===== src/rtl/fir_pkg.sv =====
// fir_pkg: shared definitions for the FIR run controller.
//   - State encoding for the controller FSM (IDLE, MAC, DRAIN, WRITE, DONE).
//   - acc_width(): accumulator width that cannot overflow for a given
//     sample width, coefficient width and tap count.
package fir_pkg;

    typedef logic [2:0] state_t;

    localparam state_t ST_IDLE  = 3'd0;
    localparam state_t ST_MAC   = 3'd1;
    localparam state_t ST_DRAIN = 3'd2;
    localparam state_t ST_WRITE = 3'd3;
    localparam state_t ST_DONE  = 3'd4;

    // Full-precision product plus log2(TAPS) guard bits.
    function automatic int acc_width(input int data_w, input int coef_w, input int taps);
        return data_w + coef_w + $clog2(taps);
    endfunction

endpackage


===== src/rtl/fir_ctrl_if.sv =====
// fir_ctrl_if: memory-side bus of the FIR controller.
//   in_addr/in_data     : input sample RAM read port (1-cycle read latency)
//   coef_addr/coef_data : coefficient memory read port (1-cycle read latency)
//   out_addr/out_data/out_wr : output RAM write port
// master = controller, slave = memories.
interface fir_ctrl_if #(
    parameter int ADDR_W = 13,
    parameter int DATA_W = 16,
    parameter int COEF_W = 16,
    parameter int OUT_W  = 21,
    parameter int TAPS   = 32
);
    localparam int CA_W = $clog2(TAPS);

    logic        [ADDR_W-1:0] in_addr;
    logic signed [DATA_W-1:0] in_data;
    logic        [CA_W-1:0]   coef_addr;
    logic signed [COEF_W-1:0] coef_data;
    logic        [ADDR_W-1:0] out_addr;
    logic signed [OUT_W-1:0]  out_data;
    logic                     out_wr;

    modport master (
        output in_addr, coef_addr, out_addr, out_data, out_wr,
        input  in_data, coef_data
    );

    modport slave (
        input  in_addr, coef_addr, out_addr, out_data, out_wr,
        output in_data, coef_data
    );
endinterface


===== src/rtl/fir_mac.sv =====
// fir_mac: multiply-accumulate datapath of the FIR controller.
//   in_data, coef_data : RAM read data (already aligned with valid/zero/first)
//   valid              : a product is present this cycle
//   zero               : force the product to 0 (tap reaches before x[0])
//   first              : product loads the accumulator instead of adding
//   result             : sat(acc >>> SHIFT), combinational from the accumulator
module fir_mac
    import fir_pkg::*;
#(
    parameter int DATA_W = 16,
    parameter int COEF_W = 16,
    parameter int OUT_W  = 21,
    parameter int TAPS   = 32,
    parameter int SHIFT  = 15
) (
    input  logic                     a_clk,
    input  logic                     a_rst_n,
    input  logic signed [DATA_W-1:0] in_data,
    input  logic signed [COEF_W-1:0] coef_data,
    input  logic                     valid,
    input  logic                     zero,
    input  logic                     first,
    output logic signed [OUT_W-1:0]  result
);
    localparam int PROD_W = DATA_W + COEF_W;
    localparam int ACC_W  = acc_width(DATA_W, COEF_W, TAPS);

    logic signed [PROD_W-1:0] x_ext, c_ext, prod, term;
    logic signed [ACC_W-1:0]  term_ext, acc, shifted;

    // Operands widened to the product width so the multiply is full precision.
    assign x_ext    = {{COEF_W{in_data[DATA_W-1]}}, in_data};
    assign c_ext    = {{DATA_W{coef_data[COEF_W-1]}}, coef_data};
    assign prod     = x_ext * c_ext;
    assign term     = zero ? '0 : prod;
    assign term_ext = {{(ACC_W-PROD_W){term[PROD_W-1]}}, term};

    always_ff @(posedge a_clk) begin
        if (!a_rst_n)
            acc <= '0;
        else if (valid)
            acc <= first ? term_ext : acc + term_ext;
    end

    assign shifted = acc >>> SHIFT;

    // In range when every bit from the output sign bit upward agrees.
    always_comb begin
        if ((&shifted[ACC_W-1:OUT_W-1]) || !(|shifted[ACC_W-1:OUT_W-1]))
            result = shifted[OUT_W-1:0];
        else if (shifted[ACC_W-1])
            result = {1'b1, {(OUT_W-1){1'b0}}};
        else
            result = {1'b0, {(OUT_W-1){1'b1}}};
    end

endmodule


===== src/rtl/fir_ctrl.sv =====
// fir_ctrl: FIR run controller. On start, computes
//   y[n] = sum_k h[k] * x[n-k], n = 0..N-1, writing sat(acc >>> SHIFT) to out RAM.
// Ports:
//   a_clk, a_rst_n : clock, synchronous active-low reset
//   start          : single-cycle run request (ignored while busy)
//   n_samples      : output count N (0..2^ADDR_W), latched on accepted start
//   busy           : high in every state but IDLE
//   done           : one-cycle completion pulse
//   ram            : memory bus (input/coef read ports, output write port)
module fir_ctrl
    import fir_pkg::*;
#(
    parameter int ADDR_W = 13,
    parameter int DATA_W = 16,
    parameter int COEF_W = 16,
    parameter int OUT_W  = 21,
    parameter int TAPS   = 32,
    parameter int SHIFT  = 15
) (
    input  logic              a_clk,
    input  logic              a_rst_n,
    input  logic              start,
    input  logic [ADDR_W:0]   n_samples,
    output logic              busy,
    output logic              done,
    fir_ctrl_if.master        ram
);
    localparam int CA_W = $clog2(TAPS);

    state_t            state;
    logic [ADDR_W-1:0] n;
    logic [CA_W-1:0]   k;
    logic [ADDR_W:0]   n_total;

    logic issue, last_tap, last_out;
    logic vld_q, zero_q, first_q;
    logic signed [OUT_W-1:0] mac_result;

    assign issue    = (state == ST_MAC);
    assign last_tap = (k == CA_W'(TAPS - 1));
    assign last_out = ({1'b0, n} == n_total - (ADDR_W+1)'(1));

    always_ff @(posedge a_clk) begin
        if (!a_rst_n) begin
            state   <= ST_IDLE;
            n       <= '0;
            k       <= '0;
            n_total <= '0;
        end else begin
            case (state)
                ST_IDLE: begin
                    if (start) begin
                        n_total <= n_samples;
                        n       <= '0;
                        k       <= '0;
                        state   <= (n_samples == '0) ? ST_DONE : ST_MAC;
                    end
                end
                ST_MAC: begin
                    if (last_tap) begin
                        k     <= '0;
                        state <= ST_DRAIN;
                    end else begin
                        k <= k + CA_W'(1);
                    end
                end
                ST_DRAIN: state <= ST_WRITE;
                ST_WRITE: begin
                    if (last_out) begin
                        state <= ST_DONE;
                    end else begin
                        n     <= n + ADDR_W'(1);
                        k     <= '0;
                        state <= ST_MAC;
                    end
                end
                ST_DONE: state <= ST_IDLE;
                default: state <= ST_IDLE;
            endcase
        end
    end

    // Issue qualifiers delayed one cycle to line up with the RAM read data.
    always_ff @(posedge a_clk) begin
        if (!a_rst_n) begin
            vld_q   <= 1'b0;
            zero_q  <= 1'b0;
            first_q <= 1'b0;
        end else begin
            vld_q   <= issue;
            zero_q  <= (n < ADDR_W'(k));
            first_q <= (k == '0);
        end
    end

    fir_mac #(
        .DATA_W (DATA_W),
        .COEF_W (COEF_W),
        .OUT_W  (OUT_W),
        .TAPS   (TAPS),
        .SHIFT  (SHIFT)
    ) u_mac (
        .a_clk     (a_clk),
        .a_rst_n   (a_rst_n),
        .in_data   (ram.in_data),
        .coef_data (ram.coef_data),
        .valid     (vld_q),
        .zero      (zero_q),
        .first     (first_q),
        .result    (mac_result)
    );

    // n-k wraps modulo 2^ADDR_W for taps before x[0]; those products are zeroed.
    assign ram.in_addr   = n - ADDR_W'(k);
    assign ram.coef_addr = k;
    assign ram.out_wr    = (state == ST_WRITE);
    assign ram.out_addr  = n;
    assign ram.out_data  = ram.out_wr ? mac_result : '0;

    assign busy = (state != ST_IDLE);
    assign done = (state == ST_DONE);

endmodule


===== src/flat_wrapper.sv =====
// flat-port wrapper written by rule: the top's interface ports become plain ports
module fir_ctrl_flat import fir_pkg::*;
#(
    parameter int ADDR_W = 13,
    parameter int DATA_W = 16,
    parameter int COEF_W = 16,
    parameter int OUT_W  = 21,
    parameter int TAPS   = 32,
    parameter int SHIFT  = 15
)
  (a_clk, a_rst_n, start, n_samples, busy, done, ram_in_addr, ram_coef_addr, ram_out_addr, ram_out_data, ram_out_wr, ram_in_data, ram_coef_data);
  fir_ctrl_if #(.ADDR_W(ADDR_W), .DATA_W(DATA_W), .COEF_W(COEF_W), .OUT_W(OUT_W), .TAPS(TAPS)) ram_i ();
  input  logic a_clk;
  input  logic a_rst_n;
  input  logic start;
  input  logic [ADDR_W:0] n_samples;
  output logic busy;
  output logic done;
  output wire logic [$bits(ram_i.in_addr)-1:0] ram_in_addr;
  output wire logic [$bits(ram_i.coef_addr)-1:0] ram_coef_addr;
  output wire logic [$bits(ram_i.out_addr)-1:0] ram_out_addr;
  output wire logic [$bits(ram_i.out_data)-1:0] ram_out_data;
  output wire logic [$bits(ram_i.out_wr)-1:0] ram_out_wr;
  input wire logic [$bits(ram_i.in_data)-1:0] ram_in_data;
  input wire logic [$bits(ram_i.coef_data)-1:0] ram_coef_data;
  assign ram_in_addr = ram_i.in_addr;
  assign ram_coef_addr = ram_i.coef_addr;
  assign ram_out_addr = ram_i.out_addr;
  assign ram_out_data = ram_i.out_data;
  assign ram_out_wr = ram_i.out_wr;
  assign ram_i.in_data = ram_in_data;
  assign ram_i.coef_data = ram_coef_data;
  fir_ctrl #(.ADDR_W(ADDR_W), .DATA_W(DATA_W), .COEF_W(COEF_W), .OUT_W(OUT_W), .TAPS(TAPS), .SHIFT(SHIFT)) u_core (.a_clk(a_clk), .a_rst_n(a_rst_n), .start(start), .n_samples(n_samples), .busy(busy), .done(done), .ram(ram_i));
endmodule

===== config.mk =====
export PLATFORM = sky130hd
export DESIGN_NAME = fir_ctrl_flat
export DESIGN_NICKNAME = d
export VERILOG_FILES = /design/src/rtl/fir_pkg.sv /design/src/rtl/fir_ctrl_if.sv /design/src/rtl/fir_mac.sv /design/src/rtl/fir_ctrl.sv /design/src/flat_wrapper.sv
export SDC_FILE = /design/constraint.sdc
export NUM_CORES = 1
export LEC_CHECK = 0
export ABC_AREA = 0
export BUFFER_PORTS_ARGS = -buffer_cell sky130_fd_sc_hd__buf_2
export CORE_MARGIN = 2
export CORE_UTILIZATION = 65
export DETAILED_ROUTE_END_ITERATION = 8
export GPL_TIMING_DRIVEN = 0
export PLACE_DENSITY = 0.9
export SLEW_MARGIN = 10
export SYNTH_ARGS = -nofsm -noshare
export SYNTH_HDL_FRONTEND = slang
export SYNTH_HIERARCHICAL = 1
export SYNTH_SLANG_ARGS = --single-unit

===== constraint.sdc =====
create_clock -name a_clk -period 15 [get_ports a_clk]
set_input_delay 3 -clock a_clk [delete_from_list [all_inputs] [get_ports a_clk]]
set_output_delay 3 -clock a_clk [all_outputs]
set_load 0.1 [all_outputs]

==> flow_metrics.py, run 1 <==
metrics = {
    "clock_network": {
        "path_clk_slew_ns": 0.07,
        "htree_levels": 3,
        "cts_tree": "yes",
        "cts_buffers": 9,
        "cts-root-buf": "clkbuf_16",
        "cts_resized": 0,
        "cts.sinks": 75,
        "cts_hold_buf": 0,
        "cts_buffer_depth": 2,
        "cts_setup_buffers": 0,
        "clk_latency_ns": 0.35,
    },
    "layout": {
        "fillCellCount": 1856,
        "regArea_sq_um": 1500,
        "multi_input_area_sq_um": 13200,
        "final_core_util_pct": 71.5,
        "area_delta_synth_final_pct": 7.56,
        "layout.nets": 2505,
        "drive_above_1_share_pct": 7.31,
    },
    "synthesis": {
        "synth_edf_count": 0,
        "yosys.area_share.simple_pct": 19.4,
        "synth_mux_area_share_pct": 0.446,
        "synth_fa_ha_area_share_pct": 42.5,
        "syn_nets": 2391,
        "synthCells": 1948,
        "synthFlopType": "dfxtp_1",
        "ys_seq_area_share_pct": 9.23,
        "ys_types": 82,
        "avgSynthCellArea_sq_um": 8.35,
        "ys_async_sr_fraction_pct": 0,
        "syn_area_sq_um": 16300,
        "synth_top_family_by_area": "adder cells",
        "synth-xor-area-share_pct": 4.55,
        "ys_ff_latch": 75,
        "synth_warnings": 6,
        "synth-compound-area-share_pct": 14.4,
    },
    "detailed_routing": {
        "via_count": 14700,
        "post-route-drc-count": 0,
        "routed_wl_um": 45300,
        "wl_per_cell_um": 18.9,
        "viasPerCell": 6.14,
        "antenna_left": 0,
        "dr.first_iter.drc_count": 1319,
        "firstDrtPassIters": 5,
    },
    "global_route": {
        "grt_busiest_layer": "met2",
        "grt_pass1_wl_um": 74500,
        "grtUsageMet1_pct": 44.6,
        "grt_max_degree": 18,
        "grt_util_met3_pct": 5.92,
        "antenna_found_initial": 0,
        "grt_usage_pct": 35.7,
        "grt_pass1_vias": 15200,
        "grt-ovfl-total": 0,
        "met2_usage_pct": 61.9,
    },
    "place": {
        "dp_hpwl_um": 36900,
        "io_buffers": 103,
        "gp_congestion": 0.963,
        "post-place-ws_ns": 2.86,
    },
    "sta": {
        "post-route-period-util_pct": 79.6,
        "drv_slew": 0,
        "min_period_ns": 11.95,
        "rsz0062_at_grt": "false",
        "fmax_mhz": 83.7,
        "hold_viol_final": 0,
        "fin_worst_skew_ns": 0.0122,
        "worst_slack_ns": 3.05,
        "setup_viol": 0,
        "relSlewSlack_pct": 34.2,
        "worstMarginPinSlew_ns": 0.983,
        "setup_tns_ns": 0,
    },
    "critical_path": {
        "path_buf_inv": 5,
        "cp_slowest_cell": "fa_1",
        "slowest_delay_ns": 0.55,
        "startpoint_type": "primary input",
        "r2r_slack_ns": 10.43,
        "timing.setup.critical_path_class": "primary input to register",
        "crit_path_end_kind": "register",
        "crit_fanout": 10,
        "worstPathArrival_ns": 12.21,
        "ff2ff_path_depth": 14,
        "crit_path_frequent_cell": "fa_1",
        "r2r_end": "u_core/u_mac/acc[33]",
        "cp.required_ns": 15.27,
        "crit_family": "adder cells",
        "reg2reg_from": "u_core/zero_q",
    },
    "worst_hold_path": {
        "hold_path_depth": 2,
        "min_delay_worst_endpoint": "u_core/u_mac/acc[0]",
        "hold_class": "register to register",
        "hp-start": "u_core/u_mac/acc[0]",
    },
    "floorplan": {
        "dieArea_sq_um": 26300,
        "die_w_um": 162,
        "initial_core_util_pct": 66.5,
        "rows": 57,
        "design.core.area_sq_um": 24500,
        "io_pins": 104,
        "fp.dieH_um": 162,
    },
    "run": {
        "maxCapViolCount": 0,
    },
    "run_status": {
        "status": "finished clean",
    },
}
-- per-stage QoR --
stage          hold slack [ns]  std cells  cell area [sq um]
3_3_place_gp             0.476       2375              17200
5_1_grt                  0.520       2391              17500
6_report                 0.504       2392              17500
4_1_cts                  0.498       2391              17500
2_1_floorplan            0.449       1948              16300
3_5_place_dp             0.488       2375              17200
-- Yosys cell counts (5+ instances only) --
| library cell | instances | share of area, % |
|---|---|---|
| nor2_1 | 115 | 2.7 |
| nor3b_1 | 5 | 0.23 |
| a31oi_1 | 17 | 0.65 |
| mux2i_1 | 5 | 0.31 |
| nand2_1 | 206 | 4.8 |
| inv_1 | 325 | 7.5 |
| nor3_1 | 23 | 0.71 |
| fa_1 | 264 | 32 |
| o21ai_0 | 67 | 2.1 |
| nand2b_1 | 20 | 0.77 |
| clkbuf_1 | 73 | 1.7 |
| or3_1 | 6 | 0.23 |
| dfxtp_1 | 75 | 9.2 |
| a21o_1 | 49 | 2.3 |
| ha_1 | 130 | 10 |
| a21oi_1 | 109 | 3.4 |
| o31ai_1 | 13 | 0.60 |
| or4_1 | 10 | 0.46 |
| xnor2_1 | 47 | 2.5 |
| and3_1 | 12 | 0.46 |
| and2_1 | 148 | 5.7 |
| nor2b_1 | 13 | 0.50 |
| nand3_1 | 19 | 0.58 |
| xor2_1 | 35 | 1.9 |
| or2_2 | 7 | 0.27 |
| buf_1 | 5 | 0.12 |
| a21boi_0 | 5 | 0.23 |
| a211oi_1 | 17 | 0.78 |
| nand4_1 | 11 | 0.42 |
| o211ai_1 | 8 | 0.37 |
| nor4_1 | 8 | 0.31 |
| o21a_1 | 10 | 0.46 |
-- cell usage in the layout, fill, tap and decap left out, types with 7 or more instances in the layout --
master     synthesis  routed
o21ai_0           67      67
nand2b_1          20      20
nand2_1          206     206
nor2b_1           13      13
a21oi_1          109     109
inv_1            325     325
xor2_1            35      35
nor4_1             8       8
o211ai_1           8       8
o31ai_1           13      13
dfxtp_1           75      75
and2_1           148     148
buf_2              2     105
fa_1             264     264
a21o_1            49      49
a211oi_1          17      17
o21a_1            10      10
a31oi_1           17      17
or2_2              7       7
nor2_1           115     115
nor3_1            23      23
clkbuf_16          0       9
ha_1             130     130
or4_1             10      10
nand3_1           19      19
xnor2_1           47      47
and3_1            12      12
nand4_1           11      11
clkbuf_1          73      73
-- cell type report --
class                      instances  area share, %
tap                              324           2.32
sequential                        75           8.58
clock inverter                     7          0.458
inverter                         327           7.02
multi-input combinational       1465           75.6
timing repair buffer             103           2.95
antenna                            1         0.0143
clock buffer                       9           1.29
buffer                            81           1.76
-- tightest hold or removal path, stage by stage (launching register included) --
cell      delay [ns]
dfxtp_1         0.32
nor2_1          0.08
a211oi_1        0.05
-- logic make-up after synthesis --
kind of cell | after synthesis
xor+xnor | 83
compound gates | 358
flops | 75
fa+ha+maj | 394
simple gates | 623
buf+inv | 408
mux | 7
-- state kept, by name, summed over array words and instances, names as in the netlist --
name	count
u_core/ram.coef_addr	5
u_core/state	3
u_core/vld_q	1
u_core/ram.out_addr	13
u_core/n_total	14
u_core/u_mac/acc	37
u_core/first_q	1
u_core/zero_q	1
-- routing by layer --
| layer | routed length [um] | vias to the layer above |
|---|---|---|
| li1 | - | 6524 |
| met1 | 17300 | 7139 |
| met2 | 22000 | 843 |
| met3 | 4050 | 175 |
| met5 | 0 | - |
| met4 | 1960 | 0 |
-- worst max path at each step --
| stage | start | slack (ns) | to | cells after the start |
|---|---|---|---|---|
| after floorplan | ram_coef_data[1] | 4.35 | u_core/u_mac/acc[36] | 33 |
| after global placement | ram_in_data[11] | 3.01 | u_core/u_mac/acc[36] | 34 |
| after detailed placement | ram_in_data[11] | 2.86 | u_core/u_mac/acc[36] | 34 |
| after CTS | ram_in_data[11] | 3.22 | u_core/u_mac/acc[36] | 34 |
| after global routing | ram_in_data[11] | 2.58 | u_core/u_mac/acc[36] | 34 |
| final | ram_in_data[11] | 3.05 | u_core/u_mac/acc[36] | 32 |
Power of run 1 is left out: the tool's default activity adds up to more than one toggle a clock period on the data nets, which glitch-free logic cannot reach.
==> run 2, diff against run 1 <==
ABC_AREA = 1   (was 0)
CORE_UTILIZATION = 59   (was 65)
PLACE_DENSITY = 0.86   (was 0.9)
clock period = 10.2 ns   (was 15 ns; I/O delays follow)
==> flow_metrics.py, run 2 <==
metrics = {
    "run_status": {
        "status": "finished clean",
    },
    "synthesis": {
        "ys_top_cells_by_count": "778 x nand2_1, 655 x inv_1, 264 x fa_1",
        "ys_async_sr_fraction_pct": 0,
        "synth.top_cells.by_area": "fa_1 29%, nand2_1 16%, inv_1 13%, ha_1 8.8%, dfxtp_1 8.1%",
        "synthMostInstantiatedCell": "nand2_1",
        "syn_nets": 3229,
        "ys_seq_area_share_pct": 8.14,
        "synthFlopType": "dfxtp_1",
        "yosysTopAreaCell": "fa_1",
        "syn_area_sq_um": 18500,
        "synth_warnings": 6,
        "ys_ff_latch": 75,
        "synthCells": 2786,
        "synth_edf_count": 0,
        "ys_types": 50,
        "avgSynthCellArea_sq_um": 6.62,
        "synth_top_area_share_pct": 28.6,
    },
    "layout": {
        "layout_common_cells": "778 x nand2_1, 655 x inv_1, 264 x fa_1",
        "final_core_util_pct": 64.2,
        "layout_commonest_cell": "nand2_1",
        "layout.nets": 3318,
        "fillCellCount": 2748,
        "drive_above_1_share_pct": 7.26,
        "area_delta_synth_final_pct": 6.72,
        "diodes": 0,
        "largest_register_ffs": 37,
        "largest_register": "u_core/u_mac/acc",
    },
    "clock_network": {
        "clk_latency_ns": 0.35,
        "cts_tree": "yes",
        "path_clk_slew_ns": 0.08,
        "cts.sinks": 75,
        "htree_levels": 3,
        "cts_buffer_depth": 2,
        "cts_hold_buf": 0,
        "cts_buffers": 9,
        "cts-root-buf": "clkbuf_16",
    },
    "critical_path": {
        "timing.setup.critical_path_class": "primary input to register",
        "startpoint_type": "primary input",
        "worstPathArrival_ns": 10.18,
        "cp_slowest_cell": "clkbuf_1",
        "slowest_delay_ns": 0.56,
        "cp.required_ns": 10.48,
        "crit_path_frequent_cell": "inv_1",
        "path_buf_inv": 12,
        "crit_fanout": 10,
        "cp.depth": 37,
        "crit_path_end_kind": "register",
        "crit_family": "adder cells",
        "ff2ff_path_depth": 15,
    },
    "detailed_routing": {
        "wl_per_cell_um": 17.3,
        "routed_wl_um": 56600,
        "antenna_left": 0,
        "firstDrtPassIters": 8,
        "dr.first_iter.drc_count": 1778,
        "post-route-drc-count": 0,
        "via_count": 18200,
        "viasPerCell": 5.57,
    },
    "place": {
        "io_buffers": 78,
        "gp_congestion": 1.06,
        "post-place-ws_ns": 0.0782,
        "dp_hpwl_um": 47800,
    },
    "floorplan": {
        "initial_core_util_pct": 60.2,
        "rows": 64,
        "io_pins": 104,
        "fp.dieH_um": 181,
        "design.core.area_sq_um": 30700,
        "dieArea_sq_um": 32700,
        "die_w_um": 181,
    },
    "sta": {
        "worst_slack_ns": 0.298,
        "min_period_ns": 9.90,
        "worstMarginPinSlew_ns": 0.794,
        "setup_tns_ns": 0,
        "setup_viol": 0,
        "rsz0062_at_grt": "false",
        "post-route-period-util_pct": 97.1,
        "fin_worst_skew_ns": 0.0190,
        "fmax_mhz": 101,
        "drv_slew": 0,
        "hold_viol_final": 0,
        "relSlewSlack_pct": 47.1,
    },
    "worst_hold_path": {
        "hold_class": "register to register",
        "hold_path_depth": 2,
    },
    "global_route": {
        "grt_usage_pct": 35.2,
        "grt-ovfl-total": 0,
        "grt_pass1_vias": 18100,
        "grt_pass1_wl_um": 91800,
        "antenna_found_initial": 1,
        "grt_max_degree": 14,
    },
    "run": {
        "maxCapViolCount": 0,
    },
}
run 2: cell count changes after synthesis, moves of 31 or more:
cell / before / now
and2_1: 148 / 3
nand2_1: 206 / 778
inv_1: 325 / 655
nand3_1: 19 / 164
xnor2_1: 47 / 16
nor2_1: 115 / 191
a21o_1: 49 / 3
run 2: metrics by stage:
| step | hold slack, ns | std cells | instance area (sq um) |
|---|---|---|---|
| global placement | 0.456 | 3260 | 19300 |
| global route | 0.501 | 3276 | 19700 |
| floorplan | 0.445 | 2786 | 18500 |
| finish | 0.476 | 3276 | 19700 |
| CTS | 0.475 | 3276 | 19700 |
| detailed placement | 0.465 | 3260 | 19300 |
run 2: area by class of cell:
cell class / count / area [sq um] / area share [%]
clock inverters: 6 / 114 / 0.578
well taps: 396 / 495 / 2.52
flip-flops and latches: 75 / 1500 / 7.62
plain buffers: 98 / 423 / 2.15
inverters: 666 / 2500 / 12.7
clock buffers: 10 / 229 / 1.16
multi-input cells: 1947 / 14000 / 71.3
repair buffers: 78 / 390 / 1.98
run 2: cell families (layout without fill, tap and decap cells):
group                    count (synthesis)  count (layout)  share of synthesized area (%)
AO/OA/AOI/OAI                          244             244                           7.42
XOR/XNOR                                40              40                           1.90
adder cells (fa/ha/maj)                394             394                           37.5
buffers and inverters                  764             858                           15.8
flip-flops                              75              75                           8.14
AND/OR/NAND/NOR                       1269            1269                           29.3
run 2: worst paths after layout:
kind,startpoint,endpoint,slack [ns]
worst max-delay path,ram_in_data[6],u_core/u_mac/acc[35],0.30
worst min-delay path,u_core/u_mac/acc[13],u_core/u_mac/acc[13],0.48
worst max register to register,u_core/zero_q,u_core/u_mac/acc[35],6.39
worst min register to register,u_core/u_mac/acc[13],u_core/u_mac/acc[13],0.48
run 2: timing repair:
action	CTS	global route
setup endpoints to repair	0	1
resized for setup	0	18
buffers inserted	0	0
run 2: routing by layer:
| layer | global-route usage (%) | wire length (um) | vias up |
|---|---|---|---|
| li1 | - | - | 8510 |
| met1 | 46.2 | 22400 | 8563 |
| met2 | 56.4 | 25400 | 987 |
| met3 | 8.51 | 6500 | 183 |
| met4 | 13.7 | 2300 | 0 |
| met5 | 0 | 0 | - |
run 2: worst min-delay path, cell delays in order (launching register included):
cell	delay (ns)
dfxtp_1	0.32
nand2_1	0.06
a21oi_1	0.05
Power of run 2 is left out for the same reason.
